<file path="src/rtl/regfile_pkg.sv">
// Shared defaults and the address-width helper for the scoreboarded register file.
package regfile_pkg;

   localparam int DEF_WIDTH = 16;
   localparam int DEF_DEPTH = 16;

   // Smallest w with 2**w >= depth; usable in parameter expressions.
   function automatic int addr_width(input int depth);
      int w;
      w = 0;
      for (int i = 0; i < 31; i++) begin
         if ((1 << i) < depth) w = i + 1;
      end
      return w;
   endfunction

endpackage

</file>
<file path="src/rtl/reg_scoreboard.sv">
// Per-register busy bits: set by an issue mark, cleared by the matching write.
module reg_scoreboard
   import regfile_pkg::*;
#(
   parameter  int DEPTH    = DEF_DEPTH,
   parameter  int ZERO_REG = 1,
   localparam int AW       = addr_width(DEPTH)
) (
   input  logic          clk,
   input  logic          clear,
   input  logic          iss_valid,
   input  logic [AW-1:0] iss_addr,
   input  logic          clr_valid,
   input  logic [AW-1:0] clr_addr,
   input  logic [AW-1:0] a_addr,
   input  logic [AW-1:0] b_addr,
   output logic          a_busy,
   output logic          b_busy
);

   logic [DEPTH-1:0] busy_q, busy_d;
   logic [DEPTH-1:0] set_vec, clr_vec;

   always_comb begin
      set_vec = '0;
      clr_vec = '0;
      if (iss_valid) set_vec[iss_addr] = 1'b1;
      if (clr_valid) clr_vec[clr_addr] = 1'b1;
      if (ZERO_REG != 0) begin
         set_vec[0] = 1'b0;
         clr_vec[0] = 1'b0;
      end
      // Set after clear so a same-edge issue keeps the register busy.
      busy_d = (busy_q & ~clr_vec) | set_vec;
   end

   // A register being written this cycle is served by the bypass, so it is not busy.
   assign a_busy = busy_q[a_addr] & ~clr_vec[a_addr];
   assign b_busy = busy_q[b_addr] & ~clr_vec[b_addr];

   always_ff @(posedge clk or posedge clear) begin
      if (clear) busy_q <= '0;
      else       busy_q <= busy_d;
   end

endmodule

</file>
<file path="src/rtl/reg_file_sb.sv">
// Register file with write bypass on every read port and a busy-bit scoreboard.
module reg_file_sb
   import regfile_pkg::*;
#(
   parameter  int WIDTH    = DEF_WIDTH,
   parameter  int DEPTH    = DEF_DEPTH,
   parameter  int ZERO_REG = 1,
   localparam int AW       = addr_width(DEPTH)
) (
   input  logic             clk,
   input  logic             clear,
   input  logic [AW-1:0]    a_addr,
   input  logic [AW-1:0]    b_addr,
   output logic [WIDTH-1:0] a_data,
   output logic [WIDTH-1:0] b_data,
   output logic             a_busy,
   output logic             b_busy,
   output logic             stall,
   input  logic             c_load,
   input  logic [AW-1:0]    c_addr,
   input  logic [WIDTH-1:0] c_data,
   input  logic             iss_valid,
   input  logic [AW-1:0]    iss_addr,
   input  logic [AW-1:0]    dbg_addr,
   output logic [WIDTH-1:0] dbg_data
);

   logic [DEPTH-1:0][WIDTH-1:0] regs_q, regs_d;

   function automatic logic writable(input logic [AW-1:0] addr);
      return (ZERO_REG == 0) || (addr != '0);
   endfunction

   function automatic logic [WIDTH-1:0] rd(input logic [AW-1:0]             addr,
                                           input logic [DEPTH-1:0][WIDTH-1:0] regs,
                                           input logic                      ld,
                                           input logic [AW-1:0]             waddr,
                                           input logic [WIDTH-1:0]          wdata);
      if (!writable(addr))             return '0;
      else if (ld && (waddr == addr)) return wdata;
      else                            return regs[addr];
   endfunction

   always_comb begin
      regs_d = regs_q;
      if (c_load && writable(c_addr)) regs_d[c_addr] = c_data;
   end

   always_ff @(posedge clk or posedge clear) begin
      if (clear) regs_q <= '0;
      else       regs_q <= regs_d;
   end

   assign a_data   = rd(a_addr,   regs_q, c_load, c_addr, c_data);
   assign b_data   = rd(b_addr,   regs_q, c_load, c_addr, c_data);
   assign dbg_data = rd(dbg_addr, regs_q, c_load, c_addr, c_data);

   reg_scoreboard #(
      .DEPTH    (DEPTH),
      .ZERO_REG (ZERO_REG)
   ) u_sb (
      .clk       (clk),
      .clear     (clear),
      .iss_valid (iss_valid),
      .iss_addr  (iss_addr),
      .clr_valid (c_load),
      .clr_addr  (c_addr),
      .a_addr    (a_addr),
      .b_addr    (b_addr),
      .a_busy    (a_busy),
      .b_busy    (b_busy)
   );

   assign stall = a_busy | b_busy;

endmodule

</file>
<file path="config.mk">
export PLATFORM = sky130hd
export DESIGN_NAME = reg_file_sb
export DESIGN_NICKNAME = d
export VERILOG_FILES = /design/src/rtl/regfile_pkg.sv /design/src/rtl/reg_scoreboard.sv /design/src/rtl/reg_file_sb.sv
export SDC_FILE = /design/constraint.sdc
export NUM_CORES = 1
export LEC_CHECK = 0
export CAP_MARGIN = 20
export CELL_PAD_IN_SITES_DETAIL_PLACEMENT = 0
export CELL_PAD_IN_SITES_GLOBAL_PLACEMENT = 1
export CORE_AREA = 4 4 265 267
export DETAILED_ROUTE_END_ITERATION = 8
export DIE_AREA = 0 0 269 271
export PLACE_DENSITY_LB_ADDON = 0.1
export SYNTH_ARGS = -nofsm -noshare
export SYNTH_HDL_FRONTEND = slang
export SYNTH_SLANG_ARGS = --single-unit
</file>
<file path="constraint.sdc">
create_clock -name clk -period 14.9 [get_ports clk]
set_input_delay 2.98 -clock clk [delete_from_list [all_inputs] [get_ports clk]]
set_output_delay 2.98 -clock clk [all_outputs]
set_load 0.02 [all_outputs]
</file>
======== After elaboration in Yosys (flattened, before gate mapping) ========
Cells that the tools add are included.
word-level totals
  register bits after elaboration ......... 272
  input port bits ......................... 40
  word-level logic and storage cells ...... 74
cells by class
  order comparisons ....................... 7
  equal/unequal tests ..................... 3
  muxes and demuxes ....................... 29
  bitwise logic cells ..................... 8
  reductions and logical operators ........ 10
operator list
  kind                                                                           count
  256-bit bitwise mux                                                            1
  16-bit binary-select mux with 4-bit select                                     3
  16-bit 2-to-1 mux                                                              12
  16-bit demux with 4-bit select                                                 1
  4-bit by 5-bit less-than comparator with 1-bit output (second input constant)  5
  16-bit AND                                                                     1
  1-bit binary-select mux with 4-bit select                                      4
  16-bit NOT                                                                     1
  16-bit bitwise OR                                                              1
  4-bit nonzero test                                                             4
  4-bit equality test                                                            3
  1-bit demux with 4-bit select                                                  2
  4-bit by 1-bit >= comparator with 1-bit output (second input constant)         2
  1-bit logical AND                                                              6
  1-bit 2-to-1 mux                                                               6
  1-bit AND                                                                      2
  1-bit NOT                                                                      2
  1-bit bitwise OR                                                               1

======== Longest topological paths before layout ========
Gate-level depths: netlist (run 1).
  depth after elaboration ................. 10
  gate-level depth with buffers ........... 8
  depth with buffers taken out ............ 5

======== Modules after synthesis ========
From an unflattened synthesis (run 1), not the netlist that was laid out.
unflattened totals
  cells, all modules ...................... 1,406
  area, all modules ....................... 17,668.2 um2
by module, submodules not included
  module          times used  cells an instance  area each (um2)  seq. area each (um2)
  reg_file_sb     1           1,299              16,609.7         6,406.1
  reg_scoreboard  1           107                1,058.5          375.4

======== Least setup slack after synthesis (run 1) ========
OpenSTA, ideal clock, no wires.
  path kind ............................... in2out
  start point ............................. input c_addr[0]
  end point ............................... output stall
  arrival ................................. 4.472 ns
  data required time ...................... 11.920 ns
  path slack .............................. 7.448 ns
  stages on the path ...................... 8
  buffers on the path ..................... 3
  cells stage by stage .................... buf_6 -> nand2b_4 -> buf_6 -> nand2b_1 -> buf_6 -> a32o_1 -> a211o_1 -> nand4b_4
on the way
  cells in the longest elaborated chain, start to end .. 10
  elaborated cells on any way between the ends .. 15
ends and longest elaborated chain
  element                                                                                                                                               RTL line              text
  start: declaration                                                                                                                                    reg_file_sb.sv:20     input logic [AW-1:0] c_addr,
  4-bit by 5-bit less-than comparator with 1-bit output (implied by the code) / 4-bit by 1-bit >= comparator with 1-bit output (equally long branches)  reg_scoreboard.sv:28  if (clr_valid) clr_vec[clr_addr] = 1'b1;
  1-bit logical AND (implied by the code)                                                                                                               reg_scoreboard.sv:28
  1-bit 2-to-1 mux (implied by the code)                                                                                                                reg_scoreboard.sv:28
  1-bit demux with 4-bit select (*)                                                                                                                     -
  16-bit 2-to-1 mux (*)                                                                                                                                 reg_scoreboard.sv:28
  1-bit binary-select mux with 4-bit select (*)                                                                                                         reg_scoreboard.sv:39  assign b_busy = busy_q[b_addr] & ~clr_vec[b_addr];
  1-bit 2-to-1 mux (implied by the code) (*)                                                                                                            reg_scoreboard.sv:39
  1-bit NOT (*)                                                                                                                                         reg_scoreboard.sv:39
  1-bit AND (*)                                                                                                                                         reg_scoreboard.sv:39
  named net b_busy                                                                                                                                      reg_file_sb.sv:17     output logic b_busy,
  1-bit bitwise OR (*)                                                                                                                                  reg_file_sb.sv:74     assign stall = a_busy | b_busy;
  end: declaration                                                                                                                                      reg_file_sb.sv:18     output logic stall,
Mark *: on every way through the listed nets, which the timed path passes. The rest lies on a longest branch. The select of a mux whose other input is x is not followed.

======== Worst setup path in the final report (run 1) ========
  start point ............................. input b_addr[0]
  end point ............................... output stall
on the way
  cells in the longest elaborated chain, start to end .. 5
  elaborated cells on any way between the ends .. 7
ends and longest elaborated chain
  element                                    RTL line              text
  start: declaration                         reg_file_sb.sv:13     input logic [AW-1:0] b_addr,
  1-bit binary-select mux with 4-bit select  reg_scoreboard.sv:39
  1-bit 2-to-1 mux (implied by the code)     reg_scoreboard.sv:39
  1-bit NOT                                  reg_scoreboard.sv:39
  1-bit AND (*)                              reg_scoreboard.sv:39
  1-bit bitwise OR (*)                       reg_file_sb.sv:74
Mark *: on every way between the ends. The rest lies on a longest branch, timed or not. The select of a mux whose other input is x is not followed.

==> results.tsv, run 1 <==
metric	value	unit
drc	0	
grt.overflow.total	0	
area_growth	16.8	%
synthSimpleGateAreaFrac	3.96	%
reg2reg_depth	1	
maxSlewHeadroom	28.3	%
hold_start	regs_q[6]$_DFFE_PP0P_	
antenna_found_initial	0	
wirelength	66600	um
cts_tree	done	
synth_top_family_by_area	multiplexers	
dr.pass1.iters	5	
grt_pass1_wl	95100	um
synth_edf_count	0	
holdPathStages	0	
cts_hold_buf	0	
final_layout_size_suffix_gt1_share	45.4	%
async_reset_ff_share	100	%
syn_inst	1177	
hold_path_class	reg2reg	
rsz0062_at_grt	no	
ios	91	
rows	96	
cts_setup_buffers	0	
tns	0	ps
critPathArrivalTime	6380	ps
fin_ws	5540	ps
finalSetupViolCount	0	
ys_seq_area_share	40.3	%
dieArea	72900	um^2
max-cap-violations	0	
layout.nets	1243	
antenna_left	0	
drt-initial-drc-count	932	
synth_area	16800	um^2
fp.dieH	271	um
rrSetupSlack	14080	ps
wl_per_cell	31.6	um
rr_startpoint	regs_q[144]$_DFFE_PP0P_	
clkTransAtPathRegs	50	ps
synth_compound_area_share	8.22	%
synth-xor-area-share	0.573	%
ir_worst_vdd	0.0638	mV
grt.total_usage	18.4	%
num_antenna_cells	0	
fin_crit	9360	ps
cts_buffers	37	
max_freq	107	MHz
ys_ff_latch	271	
core-area	68100	um^2
start_kind	input pin	
hold_violations	0	
worst_slew_pin_slew	1070	ps
grt_pass1_vias	12303	
via_count	11453	
rr_endpoint	regs_q[144]$_DFFE_PP0P_	
synth.net_count	1217	
worst-path-max-fanout	40	
criticalPathCategory	in2out	
p_leak	7.74	nW
synth_top_flop_cell	dfrtp_1	
finalCritPeriodShare	62.8	%
hpwl	37600	um
clk_latency	550	ps
synthMuxAreaShare	42.5	%
holdPathEnd	regs_q[6]$_DFFE_PP0P_	
htreeDepth	2	
ctsResizeCount	0	
finClkSkew	0	ps
place_congestion	0.750	
cp-end-kind	output port	
via_per_inst	5.43	
drv_slew	0	
pre_cts_slack	5490	ps
clkSinkCount	271	
crit_required	11920	ps
synth_cell_types	49	
clk_path_buf_depth	3	
cellPowerDensity	137	nW/um^2
grt_max_degree	146	
outcome	complete, no violations	
clockRootBuffer	clkbuf_16	
synthAdderAreaFrac	0	%
syn_area_per_cell	14.3	um^2
start_util	24.7	%
yosys_warnings	0	
dieWidth	269	um
fillers	6797	
port_buffers	90	
## metrics by stage
step	instances	hold slack, ps	instance area (um^2)	power (mW)	util (%)
after floorplan	1177	458	16800	1.57	-
after global placement	2046	394	18500	1.82	27.1
after detailed placement	2046	402	18500	1.82	27.1
after CTS	2110	416	19600	2.73	28.8
after global routing	2110	427	19600	2.84	28.8
final	2110	415	19600	2.69	28.8
## sequential cells by signal, indices dropped and copies added, names as in the netlist
register     flops
u_sb.busy_q     15
regs_q         256
## cell type report
class	instances	area, um^2	area share, %
Tap cell	882	1100	5.62
Timing Repair Buffer	125	1160	5.91
Inverter	12	52.6	0.268
Multi-Input combinational cell	756	9360	47.7
Clock inverter	7	67.6	0.344
Sequential cell	271	6780	34.5
Clock buffer	57	1110	5.67
## critical path, cell delays in order
cell and delay [ps]:
buf_4 550, buf_4 840, mux4_2 610, nor2_1 130
a311oi_1 70, a211o_1 340, nand4b_4 170, clkdlybuf4s50_1 550
## logic make-up (layout without fill, tap and decap cells)
logic type      after synthesis  in the layout
compound gates              179            179
xor+xnor                     11             11
buf+inv                     150            201
flops                       271            271
mux                         440            440
simple gates                126            126
## per-layer routing
layer	wire, um	GRT usage [%]	vias up
li1	-	-	4752
met1	28500	24.0	6260
met2	32400	30.4	330
met3	3400	3.88	111
met4	2300	6.04	0
met5	0	0	-
## how the worst max path moves through the flow
stage,from,to,cells after the start
2_1_floorplan,clear,regs_q[0]$_DFFE_PP0P_,1
3_3_place_gp,b_addr[0],stall,8
3_5_place_dp,b_addr[0],stall,8
4_1_cts,b_addr[0],stall,8
5_1_grt,b_addr[0],stall,8
6_report,b_addr[0],stall,8
## synth_stat cells (all sizes together) (2+ instances only)
master	n	share of area [%]
a21oi	2	0.082
a22o	48	2.5
a22oi	96	4.3
a311oi	2	0.10
a32o	3	0.18
and2	5	0.19
and3	2	0.074
buf	80	2.9
clkbuf	58	1.3
dfrtp	271	40
inv	12	0.27
mux2	242	16
mux2i	3	0.18
mux4	195	26
nand2	63	1.4
nand2b	5	0.23
nand3	7	0.21
nand3b	3	0.13
nand4	4	0.15
nor2	15	0.41
nor2b	10	0.37
nor3	5	0.31
nor3b	2	0.16
o2111ai	3	0.16
o21ai	15	0.45
o22ai	3	0.11
o31ai	3	0.13
xnor2	11	0.57
## cells in the final DEF, fill, tap and decap left out, types with 12 or more instances in the layout
cell / n
a22o_1: 48
a22oi_1: 96
buf_4: 40
clkbuf_16: 39
clkdlybuf4s50_1: 84
dfrtp_1: 271
mux2_2: 236
mux4_2: 195
nand2_1: 63
nor2_2: 12
o21ai_0: 14
## power by group
group          total [mW]  internal, mW  switching [mW]
registers            1.05         0.899           0.147
logic               0.763         0.444           0.319
clock network       0.885         0.530           0.355
Note: power is estimated with default switching activity, not from simulation.
==> run 2, diff against run 1 <==
Clock period 14.9 ns to 9.5 ns, I/O delays scaled along.
==> results.tsv, run 2 (synthesis results as in run 1) <==
metric	value	unit	change
seqPwrFrac	37.1	%	-1.7 points
cp_cell_sequence	clkdlybuf4s50_1 > nor3b_4 > nand2b_2 > a32o_1 > a211o_1 > nand4b_4 > clkdlybuf4s50_1		
dieArea	72900	um^2	unchanged
final_layout_size_suffix_gt1_share	46.2	%	+0.76 points
via_count	11385		-0.59%
worst_slew_pin_slew	1010	ps	-67.5 ps
dr.pass1.iters	7		+2
comb_power_share	27.1	%	-1.2 points
clkTransAtPathRegs	50	ps	about the same
crit_required	7600	ps	-4320 ps
mostFrequentLayoutCell	dfrtp_1		
drc	0		unchanged
start_kind	input pin		
cellPowerDensity	223	nW/um^2	+63%
finClkSkew	0	ps	unchanged
criticalPathCategory	in2out		
dieWidth	269	um	unchanged
grt_max_degree	139		-4.8%
power.total	4.43	mW	+64%
reg_top3	regs_q x256, u_sb.busy_q x15		
outcome	complete, no violations		
fin_crit	7080	ps	
htreeDepth	2		unchanged
path_delay_family	buffers and inverters		
p_leak	7.86	nW	+1.5%
cts_tree	done		
hold_violations	0		unchanged
area_growth	18.1	%	
cts_buffers	39		+5.4%
grt_pass1_wl	94800	um	-0.26%
hpwl	39000	um	+3.8%
start_util	24.7	%	unchanged
crit_buf_inv	2		-1
hold_path_class	reg2reg		
grt.total_usage	18.3	%	-0.038 points
max_freq	141	MHz	
place_congestion	0.725		-3.3%
tns	0	ps	unchanged
max_stage_delay	790	ps	-50 ps
rows	96		unchanged
worst_path_max_delay_cell	clkdlybuf4s50_1		
finalSetupViolCount	0		unchanged
finalCritPeriodShare	74.5	%	
layout.nets	1248		+0.40%
pre_cts_slack	2380	ps	-3110 ps
clkSinkCount	271		unchanged
antenna_left	0		unchanged
largest_register_ffs	256		unchanged
swShare	29.6	%	-0.90 points
holdWs	416	ps	+0.559 ps
cts_setup_buffers	0		unchanged
clkPwrFrac	35.8	%	+2.9 points
ios	91		unchanged
wirelength	66600	um	about the same
via_per_inst	5.38		-0.97%
port_buffers	90		unchanged
ir_worst_vdd	0.0900	mV	+41%
clk_path_buf_depth	3		unchanged
cp-end-kind	output port		
largest_register	regs_q		
clk_latency	550	ps	about the same
fp.dieH	271	um	unchanged
core-area	68100	um^2	unchanged
antenna_found_initial	1		+1
final_cell_mix	dfrtp_1 (271), mux2_2 (236), mux4_2 (195), a22oi_1 (96), clkdlybuf4s50_1 (84)		
drt-initial-drc-count	876		-6.0%
switching_power	1.31	mW	+60%
internal_power	3.12	mW	+67%
clockRootBuffer	clkbuf_16		
worst-path-max-fanout	19		-53%
path_common_cell	clkdlybuf4s50_1		
rsz0062_at_grt	no		
grt.overflow.total	0		unchanged
cts_hold_buf	0		unchanged
drv_slew	0		unchanged
maxSlewHeadroom	32.7	%	+4.4 points
ctsResizeCount	0		unchanged
num_antenna_cells	0		unchanged
wl_per_cell	31.4	um	-0.43%
critPathArrivalTime	5180	ps	-1200 ps
fin_ws	2420	ps	-3120 ps
max-cap-violations	0		unchanged
grt_pass1_vias	12140		-1.3%
## run 2: worst paths after layout
check / slack, ps / from / depth (start not counted) / to
worst max-delay path: 2420 / c_addr[2] / 7 / stall
worst min-delay path: 420 / regs_q[10]$_DFFE_PP0P_ / 0 / regs_q[10]$_DFFE_PP0P_
worst max register to register: 8670 / regs_q[144]$_DFFE_PP0P_ / 1 / regs_q[144]$_DFFE_PP0P_
worst min register to register: 420 / regs_q[10]$_DFFE_PP0P_ / 0 / regs_q[10]$_DFFE_PP0P_
max in group asynchronous: 6370 / clear / 3 / regs_q[228]$_DFFE_PP0P_
min in group asynchronous: 1840 / clear / 2 / regs_q[172]$_DFFE_PP0P_
## run 2: cell type report
| class | count | area [um^2] |
|---|---|---|
| Clock buffer | 61 | 1220 |
| Clock inverter | 8 | 165 |
| Fill cell | 6794 | 48200 |
| Inverter | 12 | 52.6 |
| Multi-Input combinational cell | 756 | 9360 |
| Sequential cell | 271 | 6780 |
| Tap cell | 882 | 1100 |
| Timing Repair Buffer | 128 | 1180 |
## run 2: power by group through the flow
stage	logic, mW	clock network (mW)	registers (mW)
after floorplan	0.878	0	1.58
after global placement	1.21	0	1.65
after detailed placement	1.21	0	1.66
after CTS	1.22	1.64	1.64
after global routing	1.29	1.68	1.68
final	1.20	1.59	1.65
## run 2: stage by stage
stage | util (%) | std cells | cell area [um^2]
2_1_floorplan | - | 1177 | 16800
3_3_place_gp | 27.1 | 2049 | 18500
3_5_place_dp | 27.1 | 2049 | 18500
4_1_cts | 29.2 | 2118 | 19900
5_1_grt | 29.2 | 2118 | 19900
6_report | 29.2 | 2118 | 19900
## run 2: metal layers
layer	wire, um	global-route usage, %	part of all wire, %	vias up
met4	1890	5.16	2.8	0
li1	-	-	-	4766
met3	3430	3.94	5.1	94
met5	0	0	0	-
met2	33200	31.0	50	337
met1	28000	23.7	42	6188
